### src/rtl/cdb_arbiter.sv
// rtl/cdb_arbiter.sv - four-source round-robin common data bus arbiter with per-source holding slots
module cdb_arbiter #(
    parameter int ROB_DEPTH = 64,
    parameter int PREG_W    = 6,
    localparam int IW       = $clog2(ROB_DEPTH)
) (
    input  logic                   clk,
    input  logic                   rst,
    input  logic                   flush,
    input  logic [3:0]             req_valid,
    output logic [3:0]             req_ready,
    input  logic [3:0][IW-1:0]     req_rob_idx,
    input  logic [3:0][PREG_W-1:0] req_pd,
    input  logic [3:0][31:0]       req_wdata,
    output logic                   cdb_valid,
    output logic [1:0]             cdb_src,
    output logic [IW-1:0]          cdb_rob_idx,
    output logic [PREG_W-1:0]      cdb_pd,
    output logic [31:0]            cdb_wdata
);

    // One holding slot per execution unit
    logic [3:0]             slot_valid;
    logic [3:0][IW-1:0]     slot_rob_idx;
    logic [3:0][PREG_W-1:0] slot_pd;
    logic [3:0][31:0]       slot_wdata;

    logic [1:0] rr_ptr;
    logic [3:0] grant;
    logic [1:0] gnt_idx;
    logic       gnt_any;
    logic [1:0] probe;
    logic [3:0] xfer;

    // Round-robin pick over occupied slots only; squashed entirely during reset or flush
    always_comb begin
        grant   = '0;
        gnt_idx = rr_ptr;
        gnt_any = 1'b0;
        probe   = rr_ptr;
        if (!rst && !flush) begin
            for (int k = 0; k < 4; k++) begin
                probe = rr_ptr + 2'(k);
                if (!gnt_any && slot_valid[probe]) begin
                    grant[probe] = 1'b1;
                    gnt_idx      = probe;
                    gnt_any      = 1'b1;
                end
            end
        end
    end

    // A slot accepts when empty or when it is being drained this cycle
    always_comb begin
        req_ready = '0;
        for (int i = 0; i < 4; i++) begin
            req_ready[i] = !rst && !flush && (!slot_valid[i] || grant[i]);
        end
        xfer = req_valid & req_ready;
    end

    // Slot fill/drain, broadcast register and round-robin pointer update
    always_ff @(posedge clk) begin
        if (rst) begin
            slot_valid   <= '0;
            slot_rob_idx <= '0;
            slot_pd      <= '0;
            slot_wdata   <= '0;
            rr_ptr       <= '0;
            cdb_valid    <= 1'b0;
            cdb_src      <= '0;
            cdb_rob_idx  <= '0;
            cdb_pd       <= '0;
            cdb_wdata    <= '0;
        end else begin
            for (int i = 0; i < 4; i++) begin
                if (xfer[i]) begin
                    slot_valid[i]   <= 1'b1;
                    slot_rob_idx[i] <= req_rob_idx[i];
                    slot_pd[i]      <= req_pd[i];
                    slot_wdata[i]   <= req_wdata[i];
                end else if (grant[i] || flush) begin
                    slot_valid[i] <= 1'b0;
                end
            end
            if (gnt_any) begin
                cdb_valid   <= 1'b1;
                cdb_src     <= gnt_idx;
                cdb_rob_idx <= slot_rob_idx[gnt_idx];
                cdb_pd      <= slot_pd[gnt_idx];
                cdb_wdata   <= slot_wdata[gnt_idx];
                rr_ptr      <= gnt_idx + 2'd1;
            end else begin
                cdb_valid <= 1'b0;
            end
        end
    end

endmodule
### config.mk
export PLATFORM = sky130hd
export DESIGN_NAME = cdb_arbiter
export DESIGN_NICKNAME = d
export VERILOG_FILES = /design/src/rtl/cdb_arbiter.sv
export SDC_FILE = /design/constraint.sdc
export NUM_CORES = 1
export LEC_CHECK = 0
export BUFFER_PORTS_ARGS = -buffer_cell sky130_fd_sc_hd__buf_2
export CORE_MARGIN = 2
export CORE_UTILIZATION = 45
export DETAILED_ROUTE_END_ITERATION = 12
export PLACE_DENSITY = 0.79
export SYNTH_ARGS = -nofsm -noshare
export SYNTH_HDL_FRONTEND = slang
export SYNTH_SLANG_ARGS = --single-unit
### constraint.sdc
create_clock -name clk -period 3.7 [get_ports clk]
set_clock_uncertainty 0.1 [all_clocks]
set_input_delay 0.74 -clock clk [delete_from_list [all_inputs] [get_ports clk]]
set_output_delay 0.74 -clock clk [all_outputs]
set_load 0.1 [all_outputs]
# Yosys cells after proc, flatten, opt, wreduce, memory -nomap -nowiden
# Cells that the tools add are included.
dict set report op_classes {
  n_lt_le_gt_ge 9
  muxes 51
  n_addsub 4
  reduce_logical 33
  n_bitwise 4
}
# operator count
set op_table {}
lappend op_table {{binary-select mux 32 bit (select 2 bit)} 1}
lappend op_table {{2-to-1 mux 32 bit} 1}
lappend op_table {{2-to-1 mux 4 bit} 8}
lappend op_table {{2-to-1 mux 1 bit} 25}
lappend op_table {{binary-select mux 6 bit (select 2 bit)} 2}
lappend op_table {{less-than comparator 2 x 3 -> 1 bit (second input constant)} 5}
lappend op_table {{logical AND 1 bit} 12}
lappend op_table {{2-to-1 mux 6 bit} 2}
lappend op_table {{bitwise OR 4 bit} 3}
lappend op_table {{logical NOT 1 bit} 9}
lappend op_table {{binary-select mux 1 bit (select 2 bit)} 4}
lappend op_table {{demux 1 bit (select 2 bit)} 4}
lappend op_table {{greater-or-equal comparator 2 x 1 -> 1 bit (second input constant)} 4}
lappend op_table {{logical OR 1 bit} 8}
lappend op_table {{2-to-1 mux 2 bit} 4}
lappend op_table {{nonzero test 2 bit} 4}
lappend op_table {{adder 2 x 1 -> 2 bit (second input constant)} 2}
lappend op_table {{adder 2 bit (second input constant)} 2}
lappend op_table {{bitwise AND 4 bit} 1}
dict set report totals {
  reg_bits 229
  elab_cells 123
  out_inout_bits 51
  in_bits 183
}

# Longest topological paths before layout
# Gate-level depths: netlist of run 1.
dict set report depth {
  depth_word 20
  ltp_mapped 15
  depth_no_buf 8
}

# Least setup slack after synthesis of run 1
# No wires, ideal clock.
dict set report synth_timing {
  path_type {flip-flop to output port}
  from {reg rr_ptr[0]}
  to {out req_ready[0]}
  arrival_ps 3997
  slack_ps -1137
  path_stages_with_launch 13
  path_cell_list {dfxtp_1 -> buf_6 -> buf_2 -> clkinv_1 -> clkbuf_1 -> ha_1 -> buf_2 -> mux4_2 -> buf_6 -> nand3b_1 -> a21oi_2 -> nor3_1 -> nor2_1}
}
dict set report synth_via {
  elab_chain_len 18
  word_cells_on_any_way 56
  classes_between {add/sub (3); order compare (8); mux (30); bitwise (3); reduce/logical (12)}
}
# element line
set synth_lines {}
lappend synth_lines {{start: declaration} 28} ;# logic [1:0] rr_ptr;
lappend synth_lines {{start signal: assignment} 92} ;# rr_ptr <= gnt_idx + 2'd1;
lappend synth_lines {{parallel branches: the longest is 14 deep, another holds less-than comparator 2 x 3 -> 1 bit} n/a}
lappend synth_lines {{2-to-1 mux 4 bit (*)} 44} ;# if (!gnt_any && slot_valid[probe]) begin
lappend synth_lines {{2-to-1 mux 4 bit (*)} 41} ;# if (!rst && !flush) begin
lappend synth_lines {{logical OR 1 bit (*)} 57} ;# req_ready[i] = !rst && !flush && (!slot_valid[i] || grant[i]);
lappend synth_lines {{logical AND 1 bit (*)} 57}
lappend synth_lines {{end: declaration} 11} ;# output logic [3:0] req_ready,
# Every way passes the cells marked *. The select of a mux whose other input is x is not followed.

# Final worst setup path of run 1
dict set report layout_timing {
  from {reg rr_ptr[0]}
  to {out req_ready[2]}
}
# The elaborated chain is that of the path after synthesis.

==> results of run 1 <==
-- power groups by stage --
stage	Sequential (W)	Combinational, W	Clock [W]
after floorplan	0.00274	0.000695	0
after global placement	0.00266	0.00109	0
after detailed placement	0.00266	0.00111	0
after CTS	0.00261	0.00112	0.00243
after global routing	0.00262	0.00122	0.00255
final	0.00261	0.00115	0.00242
-- kinds of logic after synthesis --
kind of cell	Yosys count	synth area share, %
xor gates and xnor gates	1	0.0810
and+or+nand+nor	470	18.5
AOI/OAI and AO/OA	350	23.9
DFF	229	42.4
adders and majority gates	8	0.925
buffers and inverters	110	6.15
muxes	81	8.01
-- metrics by stage --
stage | hold slack [ns] | total power [W] | cell area, µm² | utilization (%) | instances
detailed placement | 0.343 | 0.00377 | 12200 | 52.0 | 1727
CTS | 0.350 | 0.00616 | 13000 | 55.4 | 1771
global route | 0.351 | 0.00639 | 13100 | 55.7 | 1775
finish | 0.355 | 0.00619 | 13100 | 55.7 | 1778
global placement | 0.340 | 0.00375 | 12200 | 52.0 | 1727
floorplan | 0.336 | 0.00343 | 10900 | - | 1249
-- routing by layer --
metal,vias up,wire length [µm]
met1,5006,14100
met2,450,16000
li1,4787,-
met4,4,1210
met3,93,2780
met5,-,21
-- final cells by class --
class                      count  share of cell area (%)
antenna                        5                  0.0954
clock buffer                  35                    5.53
clock inverter                 8                   0.515
inverter                       3                   0.124
multi-input combinational    911                    43.5
sequential                   229                    35.0
tap                          319                    3.04
timing repair buffer         268                    12.2
-- worst register-to-register path: cells and delay by family, from the launching register on --
| kind | cells | cell delay [ns] |
|---|---|---|
| and+or+nand+nor | 1 | 1.02 |
| muxes | 1 | 0.61 |
| DFF | 1 | 0.56 |
| AOI/OAI and AO/OA | 4 | 0.96 |
-- synth_stat cells, types with 3 or more instances --
library cell / count / area (µm²)
nand2_1: 359 / 1350
dfxtp_1: 229 / 4580
a21oi_1: 110 / 551
mux2i_1: 75 / 751
a21oi_2: 74 / 648
a221oi_1: 58 / 508
nand2_2: 50 / 313
clkbuf_1: 41 / 154
buf_2: 36 / 180
o221ai_1: 25 / 219
nor2_1: 24 / 90.1
buf_4: 14 / 105
o22ai_1: 14 / 87.6
a32oi_1: 13 / 114
o21ai_1: 13 / 65.1
o211ai_1: 10 / 75.1
buf_6: 9 / 101
ha_1: 8 / 100
nand2b_1: 8 / 50.1
nor3_1: 8 / 40.0
a211o_1: 6 / 52.6
a22o_1: 6 / 52.6
o21ai_0: 5 / 25.0
buf_12: 4 / 80.1
nand3b_1: 4 / 30.0
mux4_2: 3 / 67.6
nor3_2: 3 / 30.0
o211ai_2: 3 / 37.5
-- what timing repair did --
item,in CTS,in global routing
setup endpoints to repair,3,4
gates resized for setup,1,5
cloned,0,1
setup buffers,1,1
-- worst paths after layout --
path	start	end	slack [ns]	depth (start not counted)
setup / recovery	rr_ptr[0]	req_ready[2]	0.19	8
hold / removal	slot_wdata[96]	slot_wdata[96]	0.35	2
setup reg to reg	slot_valid[3]	cdb_pd[1]	0.32	6
hold reg to reg	slot_wdata[96]	slot_wdata[96]	0.35	2
-- state kept, by name, summed over array words and instances (netlist names), 2 cells and up --
signal and flops:
slot_rob_idx 24, cdb_wdata 32, slot_valid 4, cdb_rob_idx 6, rr_ptr 2, slot_wdata 128
slot_pd 24, cdb_pd 6, cdb_src 2
==> flow_summary.ini, run 1 <==
[pwr]
peakVddDrop_v = 0.000372
power_frac_seq_pct = 42.2
powerDensity_nw_per_um2 = 472
pwr-share-clk_pct = 39.2
intPower_w = 0.00438
comb_power_share_pct = 18.6
swShare_pct = 29.2
power.leakage_nw = 4.91
p_sw_w = 0.00181

[timing]
worst_slack_ns = 0.187
fin_crit_ns = 3.51
fmax_ghz = 0.285
hold_viol = 0
period_share_pct = 94.9
grt_setup_unrepaired = no
worstMarginPinSlew_ns = 1.27
tns_ns = 0
setup_violations = 0
relSlewSlack_pct = 15.2
slew_viol_final = 0

[global_routing]
grt_max_degree = 181
busiest_layer = met2
grt_use_total_pct = 25.8
use_met2_pct = 42.7
first_global_vias = 10100
grt_use_met3_pct = 5.57
antenna_found_initial = 5
grtUsageMet1_pct = 32.8
gr-total-overflow = 0
grt_pass1_wl_mm = 53.5

[synthesis]
syn_inst = 1249
synth_edf_count = 0
synth.avg_cell_area_um2 = 8.66
syn_area_um2 = 10800
synth_flop_cell = dfxtp_1
yosysUniqueCellTypes = 55
synth_nets = 1440
seq_area_frac_synth_pct = 42.4
synthArstFlopShare_pct = 0
yosysWarnings = 0
synth-seq-cells = 229

[setup_path]
cp_max_fo = 15
slowest_delay_ns = 0.47
path_class = reg2out
path_buf_inv = 2
critPathTopFamily = simple AND/OR/NAND/NOR gates
crit_arrival_ns = 2.67
critPathLaunchType = flop
crit_chain = clkinv_4, ha_4, mux4_2, nand3b_1, a21oi_4, nor2_1, nor2_4, buf_12
crit_slowest_cell = dfxtp_4
end_kind = primary output
required_ns = 2.86

[finish]
drive_above_1_share_pct = 31.9
multi_input_area_um2 = 5710
syn_to_final_growth_pct = 21.2
seq_area_um2 = 4590
final_common_cell = nand2_1
nFillCells = 2122
layout_common_cells = 359 x nand2_1, 228 x dfxtp_1, 228 x buf_2, 108 x a21oi_1, 75 x mux2i_1
nets = 1628

[floorplanning]
die_h_um = 159
core.rowCount = 56
die_x_um = 159
start_util_pct = 46.0
dieArea_um2 = 25300
core_um2 = 23500
pin_count = 234

[flow_run]
cap_violations = 0

[clock_network]
h-tree-depth = 1
root_buffer = clkbuf_16
clk_latency_ns = 0.51
postCtsHoldBufs = 0
cts.sinks = 229
cts_buffers = 24
clk_pin_slew_ns = 0.06
cts_tree = yes
clock_path_buffers = 3

[drt]
routedWlPerCell_um = 19.2
drtPass1Iterations = 5
drc = 0
vias_per_cell = 5.82
drtAntennaViolNets = 0
num_vias = 10300
drt_iter0_markers = 923
routed_wl_mm = 34.2

[placed_design]
hpwl_mm = 21.8
place_congestion = 0.863
pre_cts_slack_ns = 0.443
port_buffers = 233

[min_path]
hold_path.class = reg2reg

[outcome]
status = complete, no violations
(Power assumes the default switching activity.)
==> run 2, diff against run 1 <==
--- a/config.mk
+++ b/config.mk
@@ -6,6 +6,7 @@
 export NUM_CORES = 1
 export LEC_CHECK = 0
 export BUFFER_PORTS_ARGS = -buffer_cell sky130_fd_sc_hd__buf_2
+export CORE_ASPECT_RATIO = 1.75
 export CORE_MARGIN = 2
 export CORE_UTILIZATION = 45
 export DETAILED_ROUTE_END_ITERATION = 12
==> run 2 against run 1 <==
  * First-iteration DRC count decreased by 16%
  * Count of clock-buffer cells in the layout decreased by 4
  * Routed wire length increased by 1.7%
  * Cell count decreased by 0.84%
  * Hold slack improved by 0.0010 ns
  * Global-route usage increased by 0.68 points
  * Worst setup slack got worse by 0.072 ns
  * Non-clock buffer count decreased by 3
  * Die area increased by 0.19%
  * Design area decreased by 1.3%
  * Clock power decreased by 7%
  * Register-to-register slack got worse by 0.03 ns
  * Critical path type unchanged
  * Critical endpoint is now req_ready[0]
  * Largest cell class unchanged
  * Largest power group unchanged
==> flow_summary.ini, run 2 (same netlist as run 1, synthesis figures left out) <==
[global_routing]
gr-total-overflow = 0
grt_pass1_wl_mm = 53.0
antenna_found_initial = 12
grt_max_degree = 87
first_global_vias = 10200
grt_use_total_pct = 26.5

[drt]
routedWlPerCell_um = 19.7
drc = 0
drtPass1Iterations = 5
vias_per_cell = 5.82
num_vias = 10300
routed_wl_mm = 34.8
drt_iter0_markers = 773
drtAntennaViolNets = 0

[finish]
syn_to_final_growth_pct = 19.6
stdcell_count = 1763
largest_reg_flops = 128
final_common_cell = nand2_1
reg_top3 = slot_wdata: 128 flops, cdb_wdata: 32 flops
drive_above_1_share_pct = 31.3
nFillCells = 2209
nets = 1621
top_register = slot_wdata
layout_common_cells = 359 x nand2_1, 228 x dfxtp_1, 228 x buf_2, 109 x a21oi_1, 75 x mux2i_1

[setup_path]
r2r-end = cdb_pd[2]
reg2reg_from = slot_valid[1]
ff2ff_path_depth = 6
rrSetupSlack_ns = 0.29
cp_max_fo = 11
end_kind = primary output
path_class = reg2out
crit_arrival_ns = 2.74
critPathLaunchType = flop
required_ns = 2.86

[timing]
finalHoldWorstSlack_ns = 0.356
fmax_ghz = 0.279
slew_viol_final = 0
worst_slack_ns = 0.116
hold_viol = 0
grt_setup_unrepaired = no
period_share_pct = 96.9
tns_ns = 0
worstMarginPinSlew_ns = 1.20
setup_violations = 0
relSlewSlack_pct = 19.7
fin_crit_ns = 3.58

[clock_network]
cts_buffers = 21
cts.sinks = 229
h-tree-depth = 1
clock_path_buffers = 3
cts_tree = yes
root_buffer = clkbuf_16
clk_pin_slew_ns = 0.07
clk_latency_ns = 0.52

[pwr]
power.leakage_nw = 4.81
peakVddDrop_v = 0.000261
powerDensity_nw_per_um2 = 462

[min_path]
hold_path.class = in2reg
holdCritStartpoint = req_rob_idx[7]
min_to = slot_rob_idx[7]
holdPathStages = 3

[floorplanning]
dieArea_um2 = 25400
core_um2 = 23800
core.rowCount = 75
die_x_um = 121
die_h_um = 209
pin_count = 234
start_util_pct = 45.4

[placed_design]
port_buffers = 233
pre_cts_slack_ns = 0.404
place_congestion = 0.884
placed_cells = 1713
hpwl_mm = 23.6

[flow_run]
cap_violations = 0

[outcome]
status = complete, no violations
run 2: cell type report:
cell class | instances | area [µm²] | area share (%)
inverters | 3 | 16.3 | 0.126
multi-input cells | 910 | 5690 | 44.0
well taps | 308 | 385 | 2.98
clock inverters | 5 | 82.6 | 0.638
repair buffers | 265 | 1540 | 11.9
diodes | 12 | 30.0 | 0.232
flip-flops and latches | 229 | 4590 | 35.4
clock buffers | 31 | 614 | 4.75
run 2: repair_timing:
action | CTS | global route
cloned | 0 | 0
setup endpoints to repair | 4 | 3
setup buffers | 2 | 0
gates resized for setup | 1 | 4
hold buffers | 0 | 0
run 2: how the worst max path moves through the flow:
stage	startpoint	to	slack [ns]	depth (start not counted)
after floorplan	rr_ptr[0]	req_ready[0]	0.03	12
after global routing	rr_ptr[0]	req_ready[2]	0.009	8
after global placement	rr_ptr[0]	cdb_src[0]	0.53	8
after CTS	rr_ptr[0]	req_ready[1]	0.07	8
final	rr_ptr[0]	req_ready[0]	0.12	9
after detailed placement	rr_ptr[0]	cdb_rob_idx[1]	0.40	8
run 2: where the power goes:
group	internal, W	switching (W)	leakage (nW)
registers	0.00255	0.0000666	1.86
logic	0.000398	0.000730	2.61
clock network	0.00129	0.000944	0.341
total	0.00424	0.00174	4.81
run 2: metrics by stage:
stage | power, W | util [%] | cell area [µm²]
after floorplan | 0.00343 | - | 10900
after global placement | 0.00374 | 51.1 | 12200
after detailed placement | 0.00377 | 51.1 | 12200
after CTS | 0.00598 | 54.1 | 12900
after global routing | 0.00616 | 54.3 | 12900
final | 0.00598 | 54.3 | 12900
run 2: critical path, stage by stage, from the launching register on:
cell	delay (ns)
dfxtp_4	0.43
clkinv_4	0.06
ha_2	0.42
mux4_2	0.39
buf_4	0.17
nand2_1	0.10
a21oi_4	0.08
nor3_2	0.31
nor2_4	0.08
buf_12	0.17
run 2: layer usage:
layer	global-route usage (%)	wire length (µm)	part of all wire, %
met1	30.0	12800	37
met2	45.1	17600	51
met3	2.97	1840	5.3
met4	19.9	2530	7.3
met5	0	0	0
